**config.mk**
```make
export PLATFORM = sky130hd
export DESIGN_NAME = issue_stage
export DESIGN_NICKNAME = d
export VERILOG_FILES = /design/src/rtl/issue_stage.sv
export SDC_FILE = /design/constraint.sdc
export NUM_CORES = 1
export LEC_CHECK = 0
export CAP_MARGIN = 10
export CELL_PAD_IN_SITES_DETAIL_PLACEMENT = 1
export CELL_PAD_IN_SITES_GLOBAL_PLACEMENT = 1
export CORE_UTILIZATION = 46
export DETAILED_ROUTE_END_ITERATION = 6
export GPL_TIMING_DRIVEN = 0
export PLACE_DENSITY_LB_ADDON = 0.25
export SLEW_MARGIN = 25
export SYNTH_ARGS = -nofsm -noshare
export SYNTH_HDL_FRONTEND = slang
export SYNTH_SLANG_ARGS = --single-unit
```
**constraint.sdc**
```tcl
create_clock -name clk -period 4.6 [get_ports clk]
set_input_delay 1.38 -clock clk [delete_from_list [all_inputs] [get_ports clk]]
set_output_delay 1.38 -clock clk [all_outputs]
set_load 0.05 [all_outputs]
```
**src/rtl/issue_stage.sv**
```systemverilog
// issue_stage: decoupling FIFO plus register scoreboard between decode and execute.
//
// Decoded instructions are queued in order in a DEPTH-entry FIFO. The head
// instruction is offered to execute only when none of its registers is
// marked busy. An accepted issue marks the head's rd busy, and a writeback
// clears that bit again.
//
// Ports:
//   clk, reset            clock; synchronous active-high reset
//   flush                 drop every buffered instruction (branch redirect)
//   inValid / inReady     decode-side handshake
//   inPc..inIsBranch      decoded instruction fields
//   outValid / outReady   execute-side handshake (outValid never looks at outReady)
//   outPc..outIsBranch    fields of the FIFO head
//   wbValid, wbRd         writeback that clears a busy bit
//   busyMask              scoreboard, bit i = register i has a write pending
//   count                 FIFO occupancy
module issue_stage #(
    parameter int XLEN       = 32,
    parameter int PCLEN      = 10,
    parameter int DEPTH      = 4,
    parameter int DEPTH_LOG2 = 2
) (
    input  logic                  clk,
    input  logic                  reset,
    input  logic                  flush,
    input  logic                  inValid,
    output logic                  inReady,
    input  logic [PCLEN-1:0]      inPc,
    input  logic [4:0]            inRd,
    input  logic [4:0]            inRs1,
    input  logic [4:0]            inRs2,
    input  logic [XLEN-1:0]       inImm,
    input  logic [11:0]           inCode,
    input  logic                  inIsLoad,
    input  logic                  inIsBranch,
    output logic                  outValid,
    input  logic                  outReady,
    output logic [PCLEN-1:0]      outPc,
    output logic [4:0]            outRd,
    output logic [4:0]            outRs1,
    output logic [4:0]            outRs2,
    output logic [XLEN-1:0]       outImm,
    output logic [11:0]           outCode,
    output logic                  outIsLoad,
    output logic                  outIsBranch,
    input  logic                  wbValid,
    input  logic [4:0]            wbRd,
    output logic [31:0]           busyMask,
    output logic [DEPTH_LOG2:0]   count
);

    typedef struct packed {
        logic [PCLEN-1:0] pc;
        logic [4:0]       rd;
        logic [4:0]       rs1;
        logic [4:0]       rs2;
        logic [XLEN-1:0]  imm;
        logic [11:0]      code;
        logic             is_load;
        logic             is_branch;
    } entry_t;

    localparam logic [DEPTH_LOG2:0]   FULL    = (DEPTH_LOG2+1)'(DEPTH);
    localparam logic [DEPTH_LOG2-1:0] PTR_ONE = DEPTH_LOG2'(1);
    localparam logic [DEPTH_LOG2:0]   CNT_ONE = (DEPTH_LOG2+1)'(1);

    entry_t                mem [DEPTH];
    entry_t                in_entry;
    entry_t                head;
    logic [DEPTH_LOG2-1:0] rd_ptr;
    logic [DEPTH_LOG2-1:0] wr_ptr;
    logic [DEPTH_LOG2:0]   cnt;
    logic [31:0]           busy;
    logic [31:0]           busy_nxt;
    logic                  hazard;
    logic                  push;
    logic                  pop;
    logic                  wr_en;

    assign in_entry = '{pc: inPc, rd: inRd, rs1: inRs1, rs2: inRs2, imm: inImm,
                        code: inCode, is_load: inIsLoad, is_branch: inIsBranch};
    assign head     = mem[rd_ptr];

    assign outPc       = head.pc;
    assign outRd       = head.rd;
    assign outRs1      = head.rs1;
    assign outRs2      = head.rs2;
    assign outImm      = head.imm;
    assign outCode     = head.code;
    assign outIsLoad   = head.is_load;
    assign outIsBranch = head.is_branch;

    // Only the registered scoreboard is consulted, so a writeback unblocks
    // the head one cycle later and there is no wb -> issue combinational path.
    assign hazard = (head.rs1 != 5'd0 && busy[head.rs1]) ||
                    (head.rs2 != 5'd0 && busy[head.rs2]) ||
                    (head.rd  != 5'd0 && busy[head.rd]);

    assign inReady  = (cnt != FULL);   // a full FIFO refuses even if popping
    assign outValid = (cnt != '0) && !hazard;
    assign push     = inValid && inReady;
    assign pop      = outValid && outReady;
    assign wr_en    = push && !flush;  // flush discards a same-cycle push

    assign busyMask = busy;
    assign count    = cnt;

    always_ff @(posedge clk) begin
        if (wr_en) mem[wr_ptr] <= in_entry;
    end

    always_ff @(posedge clk) begin
        if (reset || flush) begin
            rd_ptr <= '0;
            wr_ptr <= '0;
            cnt    <= '0;
        end else begin
            if (wr_en) wr_ptr <= wr_ptr + PTR_ONE;
            if (pop)   rd_ptr <= rd_ptr + PTR_ONE;
            case ({wr_en, pop})
                2'b10:   cnt <= cnt + CNT_ONE;
                2'b01:   cnt <= cnt - CNT_ONE;
                default: cnt <= cnt;
            endcase
        end
    end

    // Set after clear so an issue wins over a writeback of the same register.
    // A pop during flush still counts: that instruction did leave for execute.
    always_comb begin
        busy_nxt = busy;
        if (wbValid && wbRd != 5'd0) busy_nxt[wbRd] = 1'b0;
        if (pop && head.rd != 5'd0)  busy_nxt[head.rd] = 1'b1;
        busy_nxt[0] = 1'b0;
    end

    always_ff @(posedge clk) begin
        if (reset) busy <= '0;
        else       busy <= busy_nxt;
    end

endmodule
```
After elaboration in Yosys (flattened, before gate mapping)
Memory sizes are Yosys's and may differ from the RTL's. A register that Yosys moved wholly into a read port is not among the register bits.
Index checks and enable logic that the tools add are counted.
{"block": "op_classes", "n_addsub": 4, "mul": 0, "div": 0, "order_cmp": 6, "n_eq_ne": 3, "shift": 0, "mux": 17, "bitwise_logic": 3, "reduce_logical": 22}
{"op": "two-way mux 32 bit", "n": 2}
{"op": "AND 32 bit", "n": 1}
{"op": "inverter 32 bit", "n": 1}
{"op": "bitwise OR 32 bit", "n": 1}
{"op": "less-than comparator 5 x 6 -> 1 bit, second input constant", "n": 4}
{"op": "nonzero test 5 bit", "n": 4}
{"op": "binary-select mux 1 bit (select 5 bit)", "n": 3}
{"op": "logical AND 1 bit", "n": 11}
{"op": "demux 1 bit (select 5 bit)", "n": 2}
{"op": "greater-or-equal comparator 5 x 1 -> 1 bit, second input constant", "n": 2}
{"op": "two-way mux 1 bit", "n": 7}
{"op": "case mux 3 bit (2 select lines)", "n": 1}
{"op": "adder 2 x 1 -> 2 bit, second input constant", "n": 2}
{"op": "two-way mux 2 bit", "n": 2}
{"op": "adder 3 x 1 -> 3 bit, second input constant", "n": 1}
{"op": "logical OR 1 bit", "n": 3}
{"op": "!= test 3 bit, second input constant", "n": 1}
{"op": "nonzero test 3 bit", "n": 1}
{"op": "subtractor 3 x 1 -> 3 bit, second input constant", "n": 1}
{"op": "equality test 2 x 1 -> 1 bit, second input constant", "n": 1}
{"op": "equality test 2 bit, second input constant", "n": 1}
{"op": "zero test 1 bit", "n": 2}
{"op": "nonzero test 2 bit", "n": 1}
{"block": "totals", "register_bits": 39, "latch_bits": 0, "mem_bits_rw": 284, "romBits": 0, "in_bits": 82, "out_inout_bits": 108, "elab_cells": 61, "mem_count": 1}
{"memory": "mem", "words": 4, "word_bits": 71, "rd": 1, "rd_clocked_by_memory_dff": 1, "wr": 1, "line": "68", "rtl": "entry_t mem [DEPTH];"}

Depth between registers and ports, before layout
Gate-level depths: netlist of run 1.
{"block": "depth", "ltp_word": 10, "mapped_depth": 18, "mapped_depth_nobuf": 14}

Least setup slack after synthesis of run 1
No wires, ideal clock.
{"block": "synth_path", "path_kind": "register to output", "start": "reg with a tool-made name", "end": "out outValid", "t_arrival_ps": 3748, "required_time_ps": 3220, "path_slack_ps": -528, "path_stages_with_launch": 10, "n_path_buf": 2, "path_cell_list": "dfxtp_1 -> buf_6 -> mux4_1 -> buf_1 -> mux2i_1 -> mux2i_1 -> o21ai_0 -> o21ai_0 -> nor4_4 -> nor3b_1"}
{"element": "end: declaration", "line": "37", "rtl": "output logic outValid,"}

==> results of run 1 <==
[synth_stat cells (all sizes together) (2+ instances only)]
library cell  instances  area (sq um)
nor2b                22         137.6
a21o                  2         15.01
dfxtp                40         800.8
o22ai                 3         18.77
nor2                 17         63.81
nor3                  4         20.02
o31ai                31         232.7
edfxtp              284          8528
a211oi                2         15.01
mux4                 74          1685
ha                    5         62.56
or3                   4         30.03
nand2b                7         43.79
o21ai                20         100.1
inv                  18         67.56
xor2                  2         17.52
mux2                  3         33.78
a221oi                2         17.52
and2                  6         37.54
nand3b               18         135.1
nand3                10         50.05
mux2i                43         430.4
buf                  27         158.9
nand2                41         161.4
a22oi                 4         30.03
or2                   3         18.77
clkbuf                7         26.28
nor3b                 6         45.04
a21oi                 9         45.04
[layout by cell type, fill, tap and decap left out, types with 4 or more instances in the layout]
master	instances
sky130_fd_sc_hd__and2_4	4
sky130_fd_sc_hd__clkdlybuf4s50_1	143
sky130_fd_sc_hd__dfxtp_1	39
sky130_fd_sc_hd__o21ai_0	19
sky130_fd_sc_hd__mux4_1	4
sky130_fd_sc_hd__nand2b_1	7
sky130_fd_sc_hd__clkbuf_2	4
sky130_fd_sc_hd__clkinv_1	7
sky130_fd_sc_hd__nand3b_1	18
sky130_fd_sc_hd__mux2i_1	43
sky130_fd_sc_hd__nor3b_1	4
sky130_fd_sc_hd__clkinv_2	4
sky130_fd_sc_hd__dlygate4sd2_1	25
sky130_fd_sc_hd__dlymetal6s2s_1	19
sky130_fd_sc_hd__edfxtp_1	284
sky130_fd_sc_hd__clkbuf_1	12
sky130_fd_sc_hd__buf_4	14
sky130_fd_sc_hd__a22oi_1	4
sky130_fd_sc_hd__inv_1	18
sky130_fd_sc_hd__buf_6	6
sky130_fd_sc_hd__mux4_2	70
sky130_fd_sc_hd__buf_2	11
sky130_fd_sc_hd__nand3_1	10
sky130_fd_sc_hd__clkbuf_16	36
sky130_fd_sc_hd__ha_1	5
sky130_fd_sc_hd__nor2b_1	22
sky130_fd_sc_hd__a21oi_1	9
sky130_fd_sc_hd__nor2_1	15
sky130_fd_sc_hd__o31ai_1	31
sky130_fd_sc_hd__nand2_1	40
[stage by stage]
stage | instances | cell area, sq um | utilization
after detailed placement | 1300 | 15660 | 0.5592
final | 1370 | 16830 | 0.6009
after CTS | 1359 | 16710 | 0.5966
after global routing | 1370 | 16830 | 0.6009
after global placement | 1296 | 15550 | 0.5551
after floorplan | 730 | 13200 | -
[kinds of logic (layout without fill, tap and decap cells)]
logic type,Yosys count,after routing,synth area share
simple gates,143,143,0.06030
buf+inv,53,312,0.01947
fa+ha+maj,6,6,0.006267
other cells,1,4,0.0002846
compound gates,80,80,0.04055
flops,324,324,0.7080
mux,120,120,0.1631
xor+xnor,3,3,0.001994
[layer usage]
metal  track usage  routed length [microns]  up-vias  part of all wire
li1              -                        -     3417                 -
met2        0.3773                    16010      274              0.50
met4       0.07609                      903        6             0.028
met5             0                       45        -            0.0014
met1        0.2757                    12670     3811              0.40
met3       0.05890                     2262       66             0.071
[cell type report]
cell class,count,area share
Clock buffer,44,0.05530
Clock inverter,14,0.006244
Buffer,34,0.01331
Multi-Input combinational cell,353,0.2153
Sequential cell,324,0.5543
Inverter,19,0.004237
Antenna cell,3,0.0004460
Timing Repair Buffer,201,0.1228
Tap cell,378,0.02810
[flip-flops by register name (all words and copies together), names as in the netlist, named ones only]
register	flops
mem	284
rd_ptr	2
count	3
wr_ptr	2
busyMask	31
[what timing repair did]
action,CTS,global route
gates cloned,0,1
gates resized for setup,63,33
pin swaps,1,1
hold endpoints to repair,0,0
setup endpoints to repair,59,27
buffers inserted,1,7
[worst paths after layout]
check,end,slack (ns),cells after the start
min reg2reg,wr_ptr[1],0.53,2
min,wr_ptr[1],0.53,2
max reg2reg,count[2],0.36,19
max,outValid,-0.03,10
[report_power, final]
group | switching (mW) | internal, mW | leakage, nW | total (mW)
clock | 1.09 | 1.49 | 0.504 | 2.57
sequential | 0.0121 | 3.24 | 2.90 | 3.26
combinational | 0.266 | 0.172 | 2.27 | 0.438
total | 1.37 | 4.90 | 5.68 | 6.27
[tightest hold or removal path: stages (launching register included)]
cell	delay [ns]
sky130_fd_sc_hd__dfxtp_1	0.34
sky130_fd_sc_hd__nand2_1	0.07
sky130_fd_sc_hd__a21oi_1	0.06
==> summary.log, run 1 <==
[job] max-cap viol count 0
[placement] global placement routability congestion 0.9179
[critical_path] sort of element at the start of the critical path flop
[sta] largest clock skew in the final design 0.02777 ns
[finish] count of fill cells added during filler insertion 2530
[drt] via total after detailed routing 7574
[sta] transition time of the tightest slew-check pin 0.6235 ns
[synth] Synth warnings 0
[sta] Peak Freq 215.8 MHz
[sta] pins over their slew limit 0
[finish] share of post-route cells with drive strength above 1 0.1780
[finish] final net count 1056
[cts] worst-skew pair later-pin latency 0.51 ns
[drt] Initial DRC Count 493
[synth] Seq/Total Area, Yosys 0.7080
[floorplanning] top-level I/O count 190
[global_routing] GR Overflow Total 0
[min_path] hold crit path type flop to flop
[critical_path] capturing element type of the critical path output pin
[synth] number of synthesized flops with an enable pin 284
[drt] DRC viols 0
[drt] Vias per Instance 5.528
[sta] RSZ-0062 raised after global routing yes
[sta] post-route clock period utilization 1.007
[floorplanning] initial cell density of the core 0.4704
[floorplanning] vertical die dimension 171.2 microns
[cts] number of levels the H-tree was split into 2
[synth] Seq cells post-synth 324
[floorplanning] Floorplan Core Area 28010 sq um
[critical_path] required time at the worst-slack endpoint 3.22 ns
[outcome] outcome complete, but fails checks
[power_and_ir_drop] worst-case vdd ir drop 0.5431 mV
[placement] number of port buffers 188
[power_and_ir_drop] reported leakage power 5.681 nW
[critical_path] kind of critical path flop to output pin
[placement] DP HPWL 21.74 mm
[global_routing] initial antenna violation count 5
[cts] number of buffers inserted for hold repair after clock tree synthesis 0
[cts] clock buffers created by TritonCTS 35
[finish] multi-input gate area in the final layout 3623 sq um
[critical_path] cell with the largest stage delay on the worst path sky130_fd_sc_hd__mux4_2
[global_routing] via count of the first global-routing pass 8168
[finish] Layout area overhead 27.75%
[placement] Worst Setup Slack post-DPL -0.5317 ns
[synth] cell area after synthesis 13180 sq um
[drt] wire length per cell after detailed routing 23.28 microns
[outcome] violated checks setup timing
[sta] crit path setup slack, layout -0.03412 ns
[cts] TritonCTS clock tree yes
[drt] post-detailed-routing wire length 31.89 mm
[sta] worst-case headroom to the max-slew limit 0.5837
[critical_path] Buf+Inv Stages, Crit Path 3
[global_routing] total routing usage reported by global routing 0.2222
[cts] clock input transition at the sequential cells of the worst setup and hold paths 0.06 ns
[drt] DRT antenna net count 0
[critical_path] Crit path arrival time 3.25 ns
[critical_path] cells traversed along the worst timing path buf_6 -> mux4_2 -> buf_8 -> mux4_2 -> nor2_2 -> a311oi_1 -> or3_4 -> nor4_4 -> nor3b_4 -> buf_6
[cts] maximum buffer depth of the clock tree 3
[drt] first-pass iteration count of the detailed router 5
[min_path] beginning of the worst hold path wr_ptr[1]
[synth] net count after synthesis 818
[sta] Final Hold Vio Count 0
[sta] setup tns final -0.03412 ns
[floorplanning] number of core rows 61
[synth] async set-reset flop share out of synthesis 0
[critical_path] biggest fanout along the worst timing path 5
[sta] final setup vio count 1
[synth] library cells used by synthesis 51
[cts] TritonCTS sink count 324
[global_routing] wire length of the first global-routing pass 47.83 mm
[synth] average size of a mapped cell 18.05 sq um
[floorplanning] die width 171.2 microns
[power_and_ir_drop] overall power of the completed layout 6.268 mW
[sta] tightest hold margin 0.5273 ns
[cts] Clock Root Buffer sky130_fd_sc_hd__clkbuf_16
[global_routing] maximum number of pins on one net before global-route repair 44
[synth] most common flop cell mapped by yosys sky130_fd_sc_hd__edfxtp_1
[sta] post-layout minimum cycle time 4.634 ns
[floorplanning] floorplan die area 29320 sq um
[synth] cells after synthesis 730
[finish] sequential standard cell area 9330 sq um
[critical_path] max incr delay on CP 0.52 ns
[critical_path] cell family with most CP delay multiplexers
[power_and_ir_drop] PwrDens 372.4 nW/um^2
No activity file was read; power rests on OpenSTA's default activity.
==> run 2, diff against run 1 <==
Settings changed: CTS_CLUSTER_DIAMETER set to 100.
==> results of run 2 <==
Same layout as run 1: the final DEF is identical, and so are final timing and power.
==> run 3, diff against run 2 <==
Settings changed: CORE_MARGIN set to 3, SETUP_SLACK_MARGIN set to 0.1.
==> run 3 against run 2 <==
The run still ends with setup timing left. Sequential cell count unchanged. Critical path depth stayed put. Sequential power about the same. Worst setup slack improved by 0.032 ns. Power rose by 3.7%. Sequential share of layout area is 0.23 points lower. Global-route usage decreased by 1.2 points. Critical path type unchanged. Largest power group unchanged.
==> summary.log, run 3 (synthesis gave the netlist of run 1 again) <==
[global_routing] maximum number of pins on one net before global-route repair 43
[drt] DRC viols 0
[placement] placed cell area 15680 sq um
[power_and_ir_drop] PwrDens 384.7 nW/um^2
[global_routing] GR Overflow Total 0
[outcome] violated checks setup timing
[sta] largest clock skew in the final design 0.01477 ns
[sta] pins over their slew limit 0
[drt] Vias per Instance 5.536
[floorplanning] initial cell density of the core 0.4704
[critical_path] capturing element type of the critical path output pin
[floorplanning] vertical die dimension 175.2 microns
[finish] largest register by flop count mem
[critical_path] Crit path arrival time 3.22 ns
[critical_path] sort of element at the start of the critical path flop
[global_routing] total routing usage reported by global routing 0.2102
[cts] Clock Root Buffer sky130_fd_sc_hd__clkbuf_16
[drt] wire length per cell after detailed routing 23.48 microns
[sta] crit path setup slack, layout -0.002481 ns
[sta] worst-case headroom to the max-slew limit 0.6110
[placement] DP HPWL 22.47 mm
[placement] global placement routability congestion 0.8574
[finish] share of post-route cells with drive strength above 1 0.1885
[drt] via total after detailed routing 7585
[cts] number of levels the H-tree was split into 2
[drt] DRT antenna net count 0
[job] max-cap viol count 0
[finish] count of fill cells added during filler insertion 2527
[critical_path] kind of critical path flop to output pin
[sta] Peak Freq 217.3 MHz
[finish] number of flip-flops under the largest register name 284
[sta] RSZ-0062 raised after global routing yes
[finish] count of antenna diodes in the layout 0
[min_path] hold crit path type flop to flop
[floorplanning] floorplan die area 30710 sq um
[finish] final net count 1055
[cts] maximum buffer depth of the clock tree 3
[power_and_ir_drop] worst-case vdd ir drop 0.3568 mV
[floorplanning] top-level I/O count 190
[finish] post-route cell area 16900 sq um
[cts] clock buffers created by TritonCTS 34
[critical_path] biggest fanout along the worst timing path 7
[outcome] outcome complete, but fails checks
[finish] number of non-filler instances in the completed layout 1370
[placement] number of port buffers 188
[floorplanning] number of core rows 61
[finish] Layout area overhead 28.27%
[finish] most frequent cells in the layout sky130_fd_sc_hd__edfxtp_1, sky130_fd_sc_hd__clkdlybuf4s50_1, sky130_fd_sc_hd__mux4_2
[sta] final setup vio count 1
[sta] post-route clock period utilization 1.001
[drt] post-detailed-routing wire length 32.17 mm
[placement] total instance count after detailed placement 1301
[drt] Initial DRC Count 580
[global_routing] via count of the first global-routing pass 8245
[sta] setup tns final -0.002481 ns
[cts] TritonCTS sink count 324
[critical_path] required time at the worst-slack endpoint 3.22 ns
[cts] worst-skew pair later-pin latency 0.49 ns
[sta] Final Hold Vio Count 0
[cts] TritonCTS clock tree yes
[drt] first-pass iteration count of the detailed router 4
[finish] most common library cell in the layout ignoring fill and taps sky130_fd_sc_hd__edfxtp_1
[placement] Worst Setup Slack post-DPL -0.4668 ns
[global_routing] wire length of the first global-routing pass 49.51 mm
[power_and_ir_drop] reported leakage power 5.595 nW
[floorplanning] die width 175.2 microns
[power_and_ir_drop] overall power of the completed layout 6.501 mW
[floorplanning] Floorplan Core Area 28010 sq um
[sta] transition time of the tightest slew-check pin 0.5817 ns
[cts] clock input transition at the sequential cells of the worst setup and hold paths 0.06 ns
[sta] post-layout minimum cycle time 4.602 ns
[cts] number of buffers inserted for hold repair after clock tree synthesis 0
[sta] tightest hold margin 0.5205 ns
[finish] final core utilization 0.6034
[global_routing] initial antenna violation count 3
## run 3: cell types whose count changed in the layout (fill, tap and decap cells not counted), sizes merged
cell           change
clkdlybuf4s50      +1
dlygate4sd2       +17
clkinvlp           +2
dlymetal6s2s      -19
bufinv             +4
clkinv             -3
clkbuf             +1
diode              -3
## run 3: critical path, stage by stage, from the launching register on
cell and delay [ns]:
sky130_fd_sc_hd__dfxtp_2 0.33, sky130_fd_sc_hd__buf_6 0.13, sky130_fd_sc_hd__mux4_2 0.51, sky130_fd_sc_hd__buf_6 0.14
sky130_fd_sc_hd__mux4_2 0.42, sky130_fd_sc_hd__nor2_2 0.11, sky130_fd_sc_hd__a311oi_1 0.06, sky130_fd_sc_hd__or3_4 0.39
sky130_fd_sc_hd__nor4_4 0.24, sky130_fd_sc_hd__nor3b_4 0.23, sky130_fd_sc_hd__buf_6 0.18
## run 3: where the power goes
part / switching [mW] / internal [mW]
Combinational: 0.268 / 0.170
Clock: 1.06 / 1.75
Sequential: 0.0119 / 3.24
Total: 1.34 / 5.16
## run 3: path summary, 6_finish.rpt
kind                                start  slack, ns         to  cells past startpoint
worst max-delay path                 flop     -0.002   outValid                     10
worst min-delay path            wr_ptr[1]       0.52  wr_ptr[1]                      2
worst max register to register       flop       0.36   count[2]                     18
worst min register to register  wr_ptr[1]       0.52  wr_ptr[1]                      2
## run 3: repair_timing
| item | 4_1_cts | 5_1_grt |
|---|---|---|
| setup endpoints to repair | 60 | 14 |
| buffers inserted | 8 | 0 |
| resized for setup | 82 | 15 |
| pin swaps | 3 | 2 |
## run 3: cell type report
class	count	area, sq um	share of cell area
plain buffers	34	222.7	0.01318
repair buffers	201	2008	0.1188
clock buffers	44	950.9	0.05626
clock inverters	17	219.0	0.01296
flip-flops and latches	324	9330	0.5520
multi-input cells	353	3626	0.2145
well taps	378	473.0	0.02798
inverters	19	71.32	0.004220
## run 3: layer usage
metal	share of wire	global-route usage
met5	0.0015	0
met4	0.024	0.05951
met3	0.076	0.05780
met2	0.49	0.3480
met1	0.40	0.2751
